## src/rtl/wb_stage_regfile_pkg.sv

```systemverilog
// Shared definitions for the writeback stage / register file slice.
//   DATA_W_DEF, REG_AW_DEF, CNT_W_DEF : default widths
//   REG_ZERO                          : hardwired-zero register index
//   resSel_e                          : result-select encoding (memtoregW)
package wb_stage_regfile_pkg;

  localparam int DATA_W_DEF = 32;
  localparam int REG_AW_DEF = 5;
  localparam int CNT_W_DEF  = 32;

  localparam logic [4:0] REG_ZERO = 5'd0;

  typedef enum logic {
    SEL_ALU = 1'b0,
    SEL_MEM = 1'b1
  } resSel_e;

endpackage

```

## src/rtl/wb_stage_regfile_if.sv

```systemverilog
// MEM/WB bundle plus ID-stage read ports.
//   master : pipeline side, drives the W slot and read addresses, sees read data / result
//   slave  : writeback stage, consumes the W slot, returns read data and resultW
interface wb_stage_regfile_if #(
  parameter int DATA_W = 32,
  parameter int REG_AW = 5
);
  logic              validW;
  logic              regwriteW;
  logic              memtoregW;
  logic [DATA_W-1:0] aluoutW;
  logic [DATA_W-1:0] readdataW;
  logic [REG_AW-1:0] writeregW;
  logic [31:0]       instrW;
  logic [REG_AW-1:0] ra1D;
  logic [REG_AW-1:0] ra2D;
  logic [DATA_W-1:0] rd1D;
  logic [DATA_W-1:0] rd2D;
  logic [DATA_W-1:0] resultW;

  modport master (
    output validW, regwriteW, memtoregW, aluoutW, readdataW, writeregW, instrW, ra1D, ra2D,
    input  rd1D, rd2D, resultW
  );

  modport slave (
    input  validW, regwriteW, memtoregW, aluoutW, readdataW, writeregW, instrW, ra1D, ra2D,
    output rd1D, rd2D, resultW
  );
endinterface

```

## src/rtl/wb_stage_regfile_regfile.sv

```systemverilog
// regfile_2r1w: architectural register file, NUM_RD read ports, one write port.
//   clk, rst_n : clock, async active-low reset (clears every entry)
//   we, wa, wd : write enable / address / data (writes to entry 0 are discarded)
//   ra, rd     : packed read address / data per port; address 0 reads 0, an address
//                matching an active write returns wd in the same cycle (write-through)
module regfile_2r1w #(
  parameter int DATA_W = 32,
  parameter int REG_AW = 5,
  parameter int NUM_RD = 2
) (
  input  logic                           clk,
  input  logic                           rst_n,
  input  logic                           we,
  input  logic [REG_AW-1:0]              wa,
  input  logic [DATA_W-1:0]              wd,
  input  logic [NUM_RD-1:0][REG_AW-1:0]  ra,
  output logic [NUM_RD-1:0][DATA_W-1:0]  rd
);
  localparam int NREG = 2 ** REG_AW;

  logic [DATA_W-1:0] rf [NREG];

  // Entry 0 is reset and never written, so it stays zero; the read mux still
  // forces zero so a bypass hit on address 0 can never leak through.
  always_ff @(posedge clk or negedge rst_n) begin
    if (!rst_n) begin
      for (int i = 0; i < NREG; i++) rf[i] <= '0;
    end else if (we && (wa != '0)) begin
      rf[wa] <= wd;
    end
  end

  genvar p;
  generate
    for (p = 0; p < NUM_RD; p++) begin : g_rd
      assign rd[p] = (ra[p] == '0)            ? '0 :
                     (we && (ra[p] == wa))    ? wd :
                                                rf[ra[p]];
    end
  endgenerate

endmodule

```

## src/rtl/wb_stage_regfile.sv

```systemverilog
// wb_stage_regfile: writeback end of the MEM/WB pipeline.
//   clk, rst_n    : clock, async active-low reset
//   wb (slave)    : W-stage bundle in; rd1D/rd2D (bypassed reads) and resultW out
//   retire_cnt    : retired-instruction count (bubbles excluded), wraps
//   wr_cnt        : committed register-write count, wraps
// Optional feature macro RETIRE_TRACE_EN adds trace_valid/instr/wreg/wdata/we,
// a registered copy of each retiring slot, one cycle after W.
module wb_stage_regfile
  import wb_stage_regfile_pkg::*;
#(
  parameter int DATA_W = DATA_W_DEF,
  parameter int REG_AW = REG_AW_DEF,
  parameter int CNT_W  = CNT_W_DEF
) (
  input  logic              clk,
  input  logic              rst_n,
  wb_stage_regfile_if.slave wb,
  output logic [CNT_W-1:0]  retire_cnt,
  output logic [CNT_W-1:0]  wr_cnt
`ifdef RETIRE_TRACE_EN
  ,
  output logic              trace_valid,
  output logic [31:0]       trace_instr,
  output logic [REG_AW-1:0] trace_wreg,
  output logic [DATA_W-1:0] trace_wdata,
  output logic              trace_we
`endif
);
  localparam logic [REG_AW-1:0] REG_ZERO_W = REG_AW'(REG_ZERO);

  resSel_e                  sel;
  logic                     we;
  logic [1:0][DATA_W-1:0]   rdPk;

  assign sel        = resSel_e'(wb.memtoregW);
  assign wb.resultW = (sel == SEL_MEM) ? wb.readdataW : wb.aluoutW;

  // Gating with rst_n keeps the bypass quiet while reset is held, so reads
  // return 0 and a commit coincident with reset assertion is dropped.
  assign we = rst_n & wb.validW & wb.regwriteW & (wb.writeregW != REG_ZERO_W);

  regfile_2r1w #(
    .DATA_W (DATA_W),
    .REG_AW (REG_AW),
    .NUM_RD (2)
  ) u_rf (
    .clk   (clk),
    .rst_n (rst_n),
    .we    (we),
    .wa    (wb.writeregW),
    .wd    (wb.resultW),
    .ra    ({wb.ra2D, wb.ra1D}),
    .rd    (rdPk)
  );

  assign wb.rd1D = rdPk[0];
  assign wb.rd2D = rdPk[1];

  always_ff @(posedge clk or negedge rst_n) begin
    if (!rst_n) begin
      retire_cnt <= '0;
      wr_cnt     <= '0;
    end else begin
      if (wb.validW) retire_cnt <= retire_cnt + 1'b1;
      if (we)        wr_cnt     <= wr_cnt + 1'b1;
    end
  end

`ifdef RETIRE_TRACE_EN
  localparam int STAGES = 1;

  logic [STAGES:0] vldPipe;

  assign vldPipe[0] = wb.validW & rst_n;

  // Payload loads only on a retiring slot so bubble garbage never reaches the trace.
  always_ff @(posedge clk or negedge rst_n) begin
    if (!rst_n) begin
      vldPipe[STAGES:1] <= '0;
      trace_instr       <= '0;
      trace_wreg        <= '0;
      trace_wdata       <= '0;
      trace_we          <= 1'b0;
    end else begin
      vldPipe[STAGES:1] <= vldPipe[STAGES-1:0];
      if (vldPipe[0]) begin
        trace_instr <= wb.instrW;
        trace_wreg  <= wb.writeregW;
        trace_wdata <= wb.resultW;
        trace_we    <= we;
      end
    end
  end

  assign trace_valid = vldPipe[STAGES];
`endif

endmodule

```

## src/flat_wrapper.sv

```systemverilog
// flat-port wrapper written by rule: the top's interface ports become plain ports
module wb_stage_regfile_flat import wb_stage_regfile_pkg::*;
#(
  parameter int DATA_W = DATA_W_DEF,
  parameter int REG_AW = REG_AW_DEF,
  parameter int CNT_W  = CNT_W_DEF
)
  (clk, rst_n, retire_cnt, wr_cnt, wb_validW, wb_regwriteW, wb_memtoregW, wb_aluoutW, wb_readdataW, wb_writeregW, wb_instrW, wb_ra1D, wb_ra2D, wb_rd1D, wb_rd2D, wb_resultW);
  wb_stage_regfile_if #(.DATA_W(DATA_W), .REG_AW(REG_AW)) wb_i ();
  input  logic clk;
  input  logic rst_n;
  output logic [CNT_W-1:0] retire_cnt;
  output logic [CNT_W-1:0] wr_cnt;
  input wire logic [$bits(wb_i.validW)-1:0] wb_validW;
  input wire logic [$bits(wb_i.regwriteW)-1:0] wb_regwriteW;
  input wire logic [$bits(wb_i.memtoregW)-1:0] wb_memtoregW;
  input wire logic [$bits(wb_i.aluoutW)-1:0] wb_aluoutW;
  input wire logic [$bits(wb_i.readdataW)-1:0] wb_readdataW;
  input wire logic [$bits(wb_i.writeregW)-1:0] wb_writeregW;
  input wire logic [$bits(wb_i.instrW)-1:0] wb_instrW;
  input wire logic [$bits(wb_i.ra1D)-1:0] wb_ra1D;
  input wire logic [$bits(wb_i.ra2D)-1:0] wb_ra2D;
  output wire logic [$bits(wb_i.rd1D)-1:0] wb_rd1D;
  output wire logic [$bits(wb_i.rd2D)-1:0] wb_rd2D;
  output wire logic [$bits(wb_i.resultW)-1:0] wb_resultW;
  assign wb_i.validW = wb_validW;
  assign wb_i.regwriteW = wb_regwriteW;
  assign wb_i.memtoregW = wb_memtoregW;
  assign wb_i.aluoutW = wb_aluoutW;
  assign wb_i.readdataW = wb_readdataW;
  assign wb_i.writeregW = wb_writeregW;
  assign wb_i.instrW = wb_instrW;
  assign wb_i.ra1D = wb_ra1D;
  assign wb_i.ra2D = wb_ra2D;
  assign wb_rd1D = wb_i.rd1D;
  assign wb_rd2D = wb_i.rd2D;
  assign wb_resultW = wb_i.resultW;
  wb_stage_regfile #(.DATA_W(DATA_W), .REG_AW(REG_AW), .CNT_W(CNT_W)) u_core (.clk(clk), .rst_n(rst_n), .wb(wb_i), .retire_cnt(retire_cnt), .wr_cnt(wr_cnt));
endmodule
```

## config.mk

```make
export PLATFORM = sky130hd
export DESIGN_NAME = wb_stage_regfile_flat
export DESIGN_NICKNAME = d
export VERILOG_FILES = /design/src/rtl/wb_stage_regfile_pkg.sv /design/src/rtl/wb_stage_regfile_if.sv /design/src/rtl/wb_stage_regfile_regfile.sv /design/src/rtl/wb_stage_regfile.sv /design/src/flat_wrapper.sv
export SDC_FILE = /design/constraint.sdc
export NUM_CORES = 2
export LEC_CHECK = 0
export ABC_CLOCK_PERIOD_IN_PS = 6700
export BUFFER_PORTS_ARGS = -buffer_cell sky130_fd_sc_hd__buf_2
export CAP_MARGIN = 40
export CORE_AREA = 2 2 441 443
export CTS_CLUSTER_SIZE = 8
export DETAILED_ROUTE_END_ITERATION = 8
export DIE_AREA = 0 0 443 445
export GPL_TIMING_DRIVEN = 0
export SLEW_MARGIN = 5
export SYNTH_ARGS = -nofsm -noshare
export SYNTH_HDL_FRONTEND = slang
export SYNTH_SLANG_ARGS = --single-unit
```

## constraint.sdc

```tcl
create_clock -name clk -period 6.7 [get_ports clk]
set_input_delay 1.34 -clock clk [delete_from_list [all_inputs] [get_ports clk]]
set_output_delay 1.34 -clock clk [all_outputs]
set_load 0.02 [all_outputs]
```

==> results.toml <==
[place]
portBuffers = 232
dp.cells = 8129
gp_congestion = 1.08
post-dp-hpwl_um = 206000

[clock_tree]
clock_sinks = 1088
post_cts_buffers = 0
clkTransAtPathRegs_ns = 0.04
clock_path_buffers = 3
cts_hold_buffers = 0
clkLatencyLatePin_ns = 0.81
cts_max_level = 4
cts-root-buf = "clkbuf_16"
cts_made_buffers = 155
cts_tree = "done"
cts_resized = 0

[timing]
worst_slew_pin_slew_ns = 1.03
fmaxAchievable_ghz = 0.150
setup_viol = 0
rsz0062_at_grt = "no"
report.final.slew_viol_count = 0
worst_clock_skew_ns = 0.0217
finalCritPeriodShare_pct = 99.6
hold_viol_final = 0
period_minus_slack_ns = 6.67
setup_tns_ns = 0
slew_headroom_pct = 31.5

[worst_setup_path]
critPathKind = "in -> out"
crit_required_ns = 5.36
cp_max_fo = 11
crit_path_start_kind = "primary input"
cp.arrival_ns = 5.33
worstSetupEndpointType = "output port"

[drt]
routed_wirelength_um = 279000
drt_iter0_drc = 8076
antenna_left = 0
drc = 0
drt-vias-per-instance = 6.09
first_pass_iters = 7
wl_per_cell_um = 33.5
vias = 50700

[grt]
grt_util_all_layers_pct = 27.5
gr-total-overflow = 0
grt_pass1_vias = 48700
grt_pass1_wl_um = 382000
grt_max_degree = 154
antenna_found_initial = 15

[floorplanning]
die-area_um2 = 197000
rows = 161
initial_core_util_pct = 29.9
die_h_um = 445
ioPinCount = 276
die_x_um = 443
core_area_um2 = 192000

[yosys]
yosysTopAreaCell = "dfrtp_1"
synth_top_area_share_pct = 47.4
synthFlopType = "dfrtp_1"
syn-instance-count = 5257
synth-edff-count = 0
synth_most_common_cell = "dfrtp_1"
synthDistinctLibCells = 77
yosys-top-cells-area = "dfrtp_1 47%, mux4_2 16%, a21oi_1 7.7%"
synth-seq-area-share_pct = 47.4
synthesis.area_um2 = 57400
async_reset_ff_share_pct = 100
synth-seq-cells = 1088
synth_common_cells = "1088 x dfrtp_1, 1043 x nor2_1, 883 x a21oi_1"
synth_fp_nets = 5375
avgSynthCellArea_um2 = 10.9
ys_warn_count = 0

[min_path]
min_path_type = "reg -> reg"

[power_and_ir_drop]
p_leak_uw = 0.0302
power_density_nw_per_um2 = 286
ir_drop_uv = 293

[cells_and_area]
nNetsFinal = 5879
final_cells = 8329
drive_gt1_share_pct = 23.9
fillCellCount = 19200
syn2layout_area_growth_pct = 17.3

[flow_run]
timing.max_cap.violations = 0

[status]
outcome = "finished, final reports clean"
sequential cells by signal, summed over array words and instances (netlist names):
register,cells
u_core.wr_cnt,32
u_core.u_rf.rf,1024
u_core.retire_cnt,32
critical path: stages:
cell and delay, ns:
buf_2 0.26, buf_4 0.28, buf_2 0.52, buf_2 0.72
buf_2 0.47, nor2_1 0.09, nor4_1 0.37, nor3_1 0.17
a22oi_1 0.75, buf_2 0.30
path summary, 6_finish.rpt:
| check | slack (ns) | to | start | depth (start not counted) |
|---|---|---|---|---|
| setup reg to reg | 4.46 | u_core.retire_cnt[28] | u_core.retire_cnt[0] | 7 |
| hold reg to reg | 0.46 | u_core.retire_cnt[31] | u_core.retire_cnt[31] | 1 |
| min in group asynchronous | 0.48 | u_core.retire_cnt[31] | rst_n | 1 |
| hold / removal | 0.46 | u_core.retire_cnt[31] | u_core.retire_cnt[31] | 1 |
| max in group asynchronous | 3.76 | u_core.u_rf.rf[970] | rst_n | 4 |
| setup / recovery | 0.03 | wb_rd2D[14] | wb_ra2D[2] | 10 |
logic make-up (layout without fill, tap and decap cells):
group / count (synthesis) / count (layout) / share of synthesized area [%]
simple gates: 1426 / 1426 / 10.9
xor+xnor: 72 / 72 / 1.10
compound gates: 1383 / 1383 / 14.1
flops: 1088 / 1088 / 47.4
mux: 696 / 696 / 21.0
fa+ha+maj: 2 / 2 / 0.0436
other cells: 0 / 20 / 0
buf+inv: 590 / 1116 / 5.45
report_power, final:
group | total, uW | internal (uW) | switching (uW)
Combinational | 3840 | 1520 | 2320
Clock | 7330 | 4190 | 3140
Sequential | 8090 | 7400 | 696
Total | 19300 | 13100 | 6160
area by class of cell:
cell class                      instances  area, um2  share of cell area, %
Timing Repair Buffer                  347       2420                   3.59
Clock buffer                          165       3980                   5.91
Clock inverter                         14        272                  0.403
Buffer                                546       2980                   4.42
Tap cell                             2526       3160                   4.70
Multi-Input combinational cell       3579      27100                   40.2
Sequential cell                      1088      27200                   40.5
Antenna cell                           20       50.0                 0.0744
Inverter                               44        165                  0.245
per-layer routing:
metal | vias to the layer above | share of wire (%) | GRT usage, %
met4 | 14 | 9.0 | 21.9
met2 | 4006 | 42 | 39.5
met5 | - | 0.080 | 0.586
met3 | 1049 | 14 | 10.9
li1 | 20000 | - | -
met1 | 25700 | 35 | 32.7
stage by stage:
step                      worst slack [ns]  total power (uW)  utilization, %  area, um2  hold WS (ns)
after floorplan                       1.91             10200               -      57400         0.428
after global placement              -21.70             11600            32.1      61700         0.445
after detailed placement             0.286             11800            32.8      63000         0.457
after CTS                            0.269             19100            35.0      67300         0.467
after global routing                0.0636             19800            35.0      67300         0.482
final                               0.0292             19300            35.1      67300         0.464
cells in the final DEF (no fill, tap or decap), types with 28 or more instances in the layout:
master / instances
a21oi_1: 883
nor2_1: 1043
inv_1: 44
buf_4: 69
xnor2_1: 46
o21ai_1: 40
a22oi_1: 80
clkbuf_1: 202
buf_6: 68
buf_8: 28
clkbuf_16: 157
mux2i_1: 263
dfrtp_1: 1088
o22ai_1: 98
mux4_2: 396
nand2_1: 182
o21ai_0: 73
a21oi_2: 29
buf_2: 486
nor3_1: 35
Note: power is estimated with default switching activity, not from simulation.
